--- src/rtl/csa_chunk_add_sched.sv ---
// csa_chunk_add_sched
//   Shares one combinational CHUNK-bit adder core between two requesters.
//   An accepted W-bit addition (W = CHUNK*NCHUNK) is executed chunk-serially,
//   LSB chunk first, one chunk per clock, with each chunk's carry-out fed back
//   as the next chunk's carry-in. The result is held until the consumer
//   accepts it.
//
// Ports
//   clk, rst                  clock, synchronous active-high reset
//   reqN_valid / reqN_ready   requester N handshake (N = 0, 1)
//   reqN_a, reqN_b, reqN_ci   requester N operands and carry-in
//   add_x, add_y, add_ci      drive to the shared adder core (zero unless running)
//   add_s                     adder core sum, bit CHUNK is the carry-out
//   res_valid / res_ready     result handshake
//   res_sum, res_co, res_id   W-bit sum, final carry-out, issuing requester
//   busy                      an operation is running or waiting to be consumed
module csa_chunk_add_sched #(
    parameter int CHUNK  = 12,
    parameter int NCHUNK = 4,
    localparam int W     = CHUNK * NCHUNK
) (
    input  logic             clk,
    input  logic             rst,
    input  logic             req0_valid,
    output logic             req0_ready,
    input  logic [W-1:0]     req0_a,
    input  logic [W-1:0]     req0_b,
    input  logic             req0_ci,
    input  logic             req1_valid,
    output logic             req1_ready,
    input  logic [W-1:0]     req1_a,
    input  logic [W-1:0]     req1_b,
    input  logic             req1_ci,
    output logic [CHUNK-1:0] add_x,
    output logic [CHUNK-1:0] add_y,
    output logic             add_ci,
    input  logic [CHUNK:0]   add_s,
    output logic             res_valid,
    input  logic             res_ready,
    output logic [W-1:0]     res_sum,
    output logic             res_co,
    output logic             res_id,
    output logic             busy
);

    localparam int IDXW = (NCHUNK > 1) ? $clog2(NCHUNK) : 1;

    typedef enum logic [1:0] {
        IDLE,
        RUN,
        DONE
    } state_e;

    state_e          state_q, state_d;
    logic            rr_q;
    logic            id_q;
    logic            carry_q;
    logic            co_q;
    logic [IDXW-1:0] idx_q;
    logic [W-1:0]    a_q;
    logic [W-1:0]    b_q;
    logic [W-1:0]    sum_q;

    logic            gnt;
    logic            accept;
    logic            last_chunk;

    // Grant follows valids only: a lone requester wins, a tie goes to rr_q.
    always_comb begin
        gnt = 1'b0;
        if (req0_valid && req1_valid) begin
            gnt = rr_q;
        end else if (req1_valid) begin
            gnt = 1'b1;
        end
    end

    assign accept     = req0_ready || req1_ready;
    assign last_chunk = (idx_q == IDXW'(NCHUNK - 1));

    // State register
    always_ff @(posedge clk) begin
        if (rst) begin
            state_q <= IDLE;
        end else begin
            state_q <= state_d;
        end
    end

    // Next-state logic
    always_comb begin
        state_d = state_q;
        case (state_q)
            IDLE: if (accept)     state_d = RUN;
            RUN:  if (last_chunk) state_d = DONE;
            DONE: if (res_ready)  state_d = IDLE;
            default:              state_d = IDLE;
        endcase
    end

    // Output logic. Ready and result-valid are held low while reset is
    // asserted so no handshake can complete in a reset cycle.
    always_comb begin
        req0_ready = 1'b0;
        req1_ready = 1'b0;
        add_x      = '0;
        add_y      = '0;
        add_ci     = 1'b0;
        res_valid  = 1'b0;
        busy       = 1'b0;
        case (state_q)
            IDLE: begin
                if (!rst) begin
                    req0_ready = req0_valid && !gnt;
                    req1_ready = req1_valid && gnt;
                end
            end
            RUN: begin
                add_x  = a_q[int'(idx_q)*CHUNK +: CHUNK];
                add_y  = b_q[int'(idx_q)*CHUNK +: CHUNK];
                add_ci = carry_q;
                busy   = 1'b1;
            end
            DONE: begin
                res_valid = !rst;
                busy      = 1'b1;
            end
            default: ;
        endcase
    end

    // Operand capture, chunk sequencing and result assembly
    always_ff @(posedge clk) begin
        if (rst) begin
            rr_q    <= 1'b0;
            id_q    <= 1'b0;
            carry_q <= 1'b0;
            co_q    <= 1'b0;
            idx_q   <= '0;
            a_q     <= '0;
            b_q     <= '0;
            sum_q   <= '0;
        end else begin
            if (state_q == IDLE && accept) begin
                a_q     <= gnt ? req1_a : req0_a;
                b_q     <= gnt ? req1_b : req0_b;
                carry_q <= gnt ? req1_ci : req0_ci;
                id_q    <= gnt;
                rr_q    <= ~gnt;
                idx_q   <= '0;
            end
            if (state_q == RUN) begin
                sum_q[int'(idx_q)*CHUNK +: CHUNK] <= add_s[CHUNK-1:0];
                carry_q                            <= add_s[CHUNK];
                if (last_chunk) begin
                    co_q <= add_s[CHUNK];
                end else begin
                    idx_q <= idx_q + IDXW'(1);
                end
            end
        end
    end

    assign res_sum = sum_q;
    assign res_co  = co_q;
    assign res_id  = id_q;

endmodule

--- config.mk ---
export PLATFORM = sky130hd
export DESIGN_NAME = csa_chunk_add_sched
export DESIGN_NICKNAME = d
export VERILOG_FILES = /design/src/rtl/csa_chunk_add_sched.sv
export SDC_FILE = /design/constraint.sdc
export NUM_CORES = 1
export LEC_CHECK = 0
export CAP_MARGIN = 40
export CORE_ASPECT_RATIO = 0.75
export CORE_UTILIZATION = 40
export CTS_BUF_LIST = sky130_fd_sc_hd__clkbuf_4
export CTS_CLUSTER_SIZE = 20
export DETAILED_ROUTE_END_ITERATION = 7
export PLACE_DENSITY = 0.85
export SKIP_LAST_GASP = 1
export SYNTH_ARGS = -nofsm -noshare
export SYNTH_HDL_FRONTEND = slang
export SYNTH_SLANG_ARGS = --single-unit
--- constraint.sdc ---
create_clock -name clk -period 2.8 [get_ports clk]
set_input_delay 0.56 -clock clk [delete_from_list [all_inputs] [get_ports clk]]
set_output_delay 0.56 -clock clk [all_outputs]
set_load 0.05 [all_outputs]
Word level (Yosys, flattened, before mapping). Index checks and enable logic that the tools add are counted.

Flip-flop bits (word level): 152. Input bits: 212. Logic and storage cells: 59.

Mux-type cells: 24. Shift-type cells: 4. Reductions and logical operators: 12. Eq/ne operators: 6. Add/subtract/negate cells: 2. Multiply operators: 1. Bitwise logic cells: 1.

Operator list (count): $mux W48 (2); $shiftx A48 B32 Y12 (2); $bwmux W48 (1); $shift A12 B33 Y48 const A (1); $shiftx A12 B33 Y48 (1); $neg A6 Y33 (1); $mux W12 (2); $mux W1 (12); $mux W2 (6); $ne A2 B2 Y1 const B (3); $pmux W2 S3 (1); $eq A2 B2 Y1 const B (2); $logic_and A1 B1 Y1 (4); $mul A2 B2 Y4 const B (1); $reduce_and A3 Y1 (1); $add A2 B1 Y2 const B (1); $eq A2 B1 Y1 const B (1); $logic_not A1 Y1 (2); $logic_not A2 Y1 (1); $reduce_and A2 Y1 (1); $reduce_bool A2 Y1 (1); $reduce_or A2 Y1 (1); $logic_or A1 B1 Y1 (1); $not A1 Y1 (1).

Logic depth before layout (Yosys ltp).
Word-level depth: 11. Mapped depth: 10.

Worst setup path before layout. Ideal clock, no wire load.

Kind: reg2reg. From: register idx_q[1]. To: register sum_q[22], in the netlist res_sum[22]. Cell stages (with the launch flop): 9. Setup time: 0.069 ns. Buffers on the path: 2. Period minus slack after synthesis: 2.585 ns. Path slack: 0.215 ns. Arrival: 2.516 ns. Cells stage by stage: dfxtp_1 > clkbuf_1 > clkbuf_1 > inv_1 > ha_1 > nand2_1 > or4_4 > or3_1 > o21ai_1.

Longest elaborated chain between the ends: 4. Elaborated cells on any way between the ends: 5.

RTL lines: start, declared (line 59) `logic [IDXW-1:0] idx_q;`; start signal, assigned (line 158) `idx_q <= idx_q + IDXW'(1);`; $mul A2 B2 Y4 * (line 153) `sum_q[int'(idx_q)*CHUNK +: CHUNK] <= add_s[CHUNK-1:0];`; $neg A6 Y33 * (line 153); $shiftx A12 B33 Y48 / $shift A12 B33 Y48 (equally long branches) (line 153); $bwmux W48 * (line 153); end signal, assigned by index (line 153); end, declared (line 62) `logic [W-1:0] sum_q;`.

Mark *: on every way between the ends. The rest lies on a longest branch, timed or not. A chain may end at the register's enable or synchronous reset.

Worst setup path after layout.
From: register state_q[0]. To: output req0_ready.

Longest elaborated chain between the ends: 2.

RTL lines: start, declared (line 54) `state_e state_q, state_d;`; start signal, assigned (line 86) `state_q <= state_d;`; $logic_not A2 Y1 (line 111) `case (state_q)`; $mux W1 (line 111); end, declared (line 25) `output logic req0_ready,`.

No other way between the ends.

==> metrics.yaml <==
power.density_nw_per_um2: 576.2
slew_headroom: 0.5079
slowest_stage: "and3_4"
netlist_area_sq_um: 6959
dr.pass1.iters: 8
timing.fmax_ghz: 0.3738
outcome: "finished, violations left"
synth_top_area_share: 0.4373
post-cts-setup-buffer-count: 0
finalNonFillerCells: 1241
die_area_sq_um: 17930
min_period_over_period: 0.9556
fin_area_sq_um: 10450
cts_buffer_depth: 2
max_cap_viol_count: 0
ys_types: 39
violations: "DRC"
synth_area_per_cell_sq_um: 9.267
grt_pass1_vias: 6818
syn2layout_area_growth_pct: 50.09
antenna_found_initial: 0
finalHoldViolCount: 0
synth_fp_nets: 972
wl_per_cell_um: 19.86
remaining_drc_errors: 3
core_region_area_sq_um: 16930
clk_latency_ns: 0.53
worst_pin_slew_ns: 0.7325
fillers: 1464
setup_viol: 0
die-height_um: 116.2
port_buffers: 290
leakage_nw: 3.848
drt_iter0_drc: 1026
cts_buffers: 17
path_cells: "inv_1 -> ha_1 -> nor2b_1 -> and3_4 -> buf_12"
slowest_delay_ns: 0.48
io_pins: 291
cts_sinks: 152
grt_overflow: 0
total_power_mw: 6.018
hold_slack_ns: 0.4672
setup_tns_ns: 0
crit_arrival_ns: 2.12
yosys_warnings: 0
cts_tree: "yes"
synth.area.top_cells: "dfxtp_1 44%, a222oi_1 9.6%, mux4_2 7.8%"
ant_nets: 0
nets: 1233
skew_ns: 0.02939
start_kind: "flop"
root_buffer: "clkbuf_4"
dpl.cell_count: 1207
rows: 41
synthCells: 751
wl_um: 24650
holdBufCountCts: 0
critPathKind: "flop to output pin"
post_dp_cell_area_sq_um: 10050
worstSetupEndpointType: "output pin"
num_vias: 7418
slew_violations: 0
rsz0062_at_grt: "yes"
critical_path_required_ns: 2.24
place_ws_ns: 0.2148
start_util: 0.4111
clk_pin_slew_worst_paths_ns: 0.13
ys_seq_area_frac: 0.4373
fin_crit_ns: 2.676
vdd_drop_max_mv: 0.2890
grt_start_max_net_pins: 65
grt_use_total: 0.2708
gp_congestion: 0.9407
htreeDepth: 4
fin_util: 0.6170
hold_class: "flop to flop"
worstPathMaxFanout: 30
finalWorstSetupSlack_ns: 0.1244
synth_top_area_cell: "dfxtp_1"
ys_seq_elements: 152
hpwl_um: 17830
grt_pass1_wl_um: 37320
drive_gt1_frac: 0.1210
die_w_um: 154.3
via_per_inst: 5.977
## metal layers
| metal | vias to the layer above | GRT usage | wire length [um] |
|---|---|---|---|
| met2 | 475 | 0.4397 | 11330 |
| met3 | 40 | 0.07199 | 2742 |
| met1 | 3520 | 0.3476 | 9985 |
| li1 | 3383 | - | - |
| met5 | - | 0 | 0 |
| met4 | 0 | 0.1063 | 588 |
## final timing paths
check | cells past startpoint | slack, ns | endpoint | from
hold reg to reg | 2 | 0.47 | res_sum[12] | res_sum[12]
hold / removal | 2 | 0.47 | res_sum[12] | res_sum[12]
setup reg to reg | 7 | 0.18 | res_sum[4] | idx_q[0]
setup / recovery | 5 | 0.12 | req0_ready | state_q[0]
## flip-flops by register name, summed over array words and instances (netlist names)
register	flops
a_q	48
b_q	48
carry_q	1
idx_q	2
res_co	1
res_id	1
res_sum	48
rr_q	1
state_q	2
## Yosys cell counts
master / number
nand2_1: 55
nor3_1: 4
xor2_1: 1
or3_1: 1
nand3b_1: 4
clkbuf_1: 55
nor4_2: 1
nor3b_2: 1
or4_4: 1
a22o_1: 17
nand2b_1: 10
dfxtp_1: 152
nand3_1: 38
a311oi_1: 36
a211oi_1: 4
o21ai_1: 3
a222oi_1: 67
o22ai_1: 1
mux4_2: 24
a21oi_1: 15
buf_2: 16
mux2i_1: 4
ha_1: 9
a22oi_1: 18
o21ai_0: 11
and3_1: 3
nor3b_1: 3
o21a_1: 1
o31ai_1: 1
nor2b_1: 10
and2_1: 26
a221oi_1: 1
and4b_1: 1
nor2_1: 134
inv_1: 8
buf_1: 7
nor4_1: 2
a32oi_1: 4
o32ai_1: 2
## placed cells by master, fill, tap and decap left out, drive strengths merged, types with 4 or more instances in the layout
master / synthesis / routed
a21oi: 15 / 15
and2: 26 / 26
nor3b: 4 / 4
dfxtp: 152 / 152
clkdlybuf4s50: 0 / 261
inv: 8 / 12
nand3: 38 / 38
a311oi: 36 / 36
nor2b: 10 / 10
a32oi: 4 / 4
bufinv: 0 / 4
mux2i: 4 / 4
clkbuf: 55 / 20
a22oi: 18 / 18
a222oi: 67 / 67
a211oi: 4 / 4
nor3: 4 / 4
ha: 9 / 9
nand2b: 10 / 10
nand3b: 4 / 4
buf: 23 / 58
nand2: 55 / 55
mux4: 24 / 24
o21ai: 14 / 14
a22o: 17 / 17
nor2: 134 / 134
## power by group
group	internal, mW	leakage (nW)	switching, mW
clock	0.741	0.172	0.833
combinational	0.887	2.43	1.04
sequential	2.37	1.24	0.148
total	4.00	3.85	2.02
## cells by family after synthesis
family | count (synthesis) | synth area share
xor gates and xnor gates | 1 | 0.001259
and+or+nand+nor | 294 | 0.1931
buffers and inverters | 86 | 0.04926
DFF | 152 | 0.4373
muxes | 28 | 0.08342
AOI/OAI and AO/OA | 181 | 0.2195
adders and majority gates | 9 | 0.01618
## critical path: cells and delay by family, from the launching register on
family / cells / cell delay [ns]
and+or+nand+nor: 2 / 0.71
buffers and inverters: 2 / 0.30
adders and majority gates: 1 / 0.23
DFF: 1 / 0.36
## layout make-up
cell class	count	area, sq um	area share
diodes	1	2.502	0.0002396
well taps	215	269.0	0.02575
multi-input cells	513	3615	0.3461
clock buffers	19	142.6	0.01366
inverters	8	30.03	0.002875
repair buffers	320	3147	0.3013
clock inverters	13	191.4	0.01833
flip-flops and latches	152	3048	0.2918
## repair_timing
action | CTS | global route
gates resized for setup | 1 | 4
cloned | 0 | 1
setup endpoints to repair | 1 | 26
Note: power is estimated with default switching activity, not from simulation.
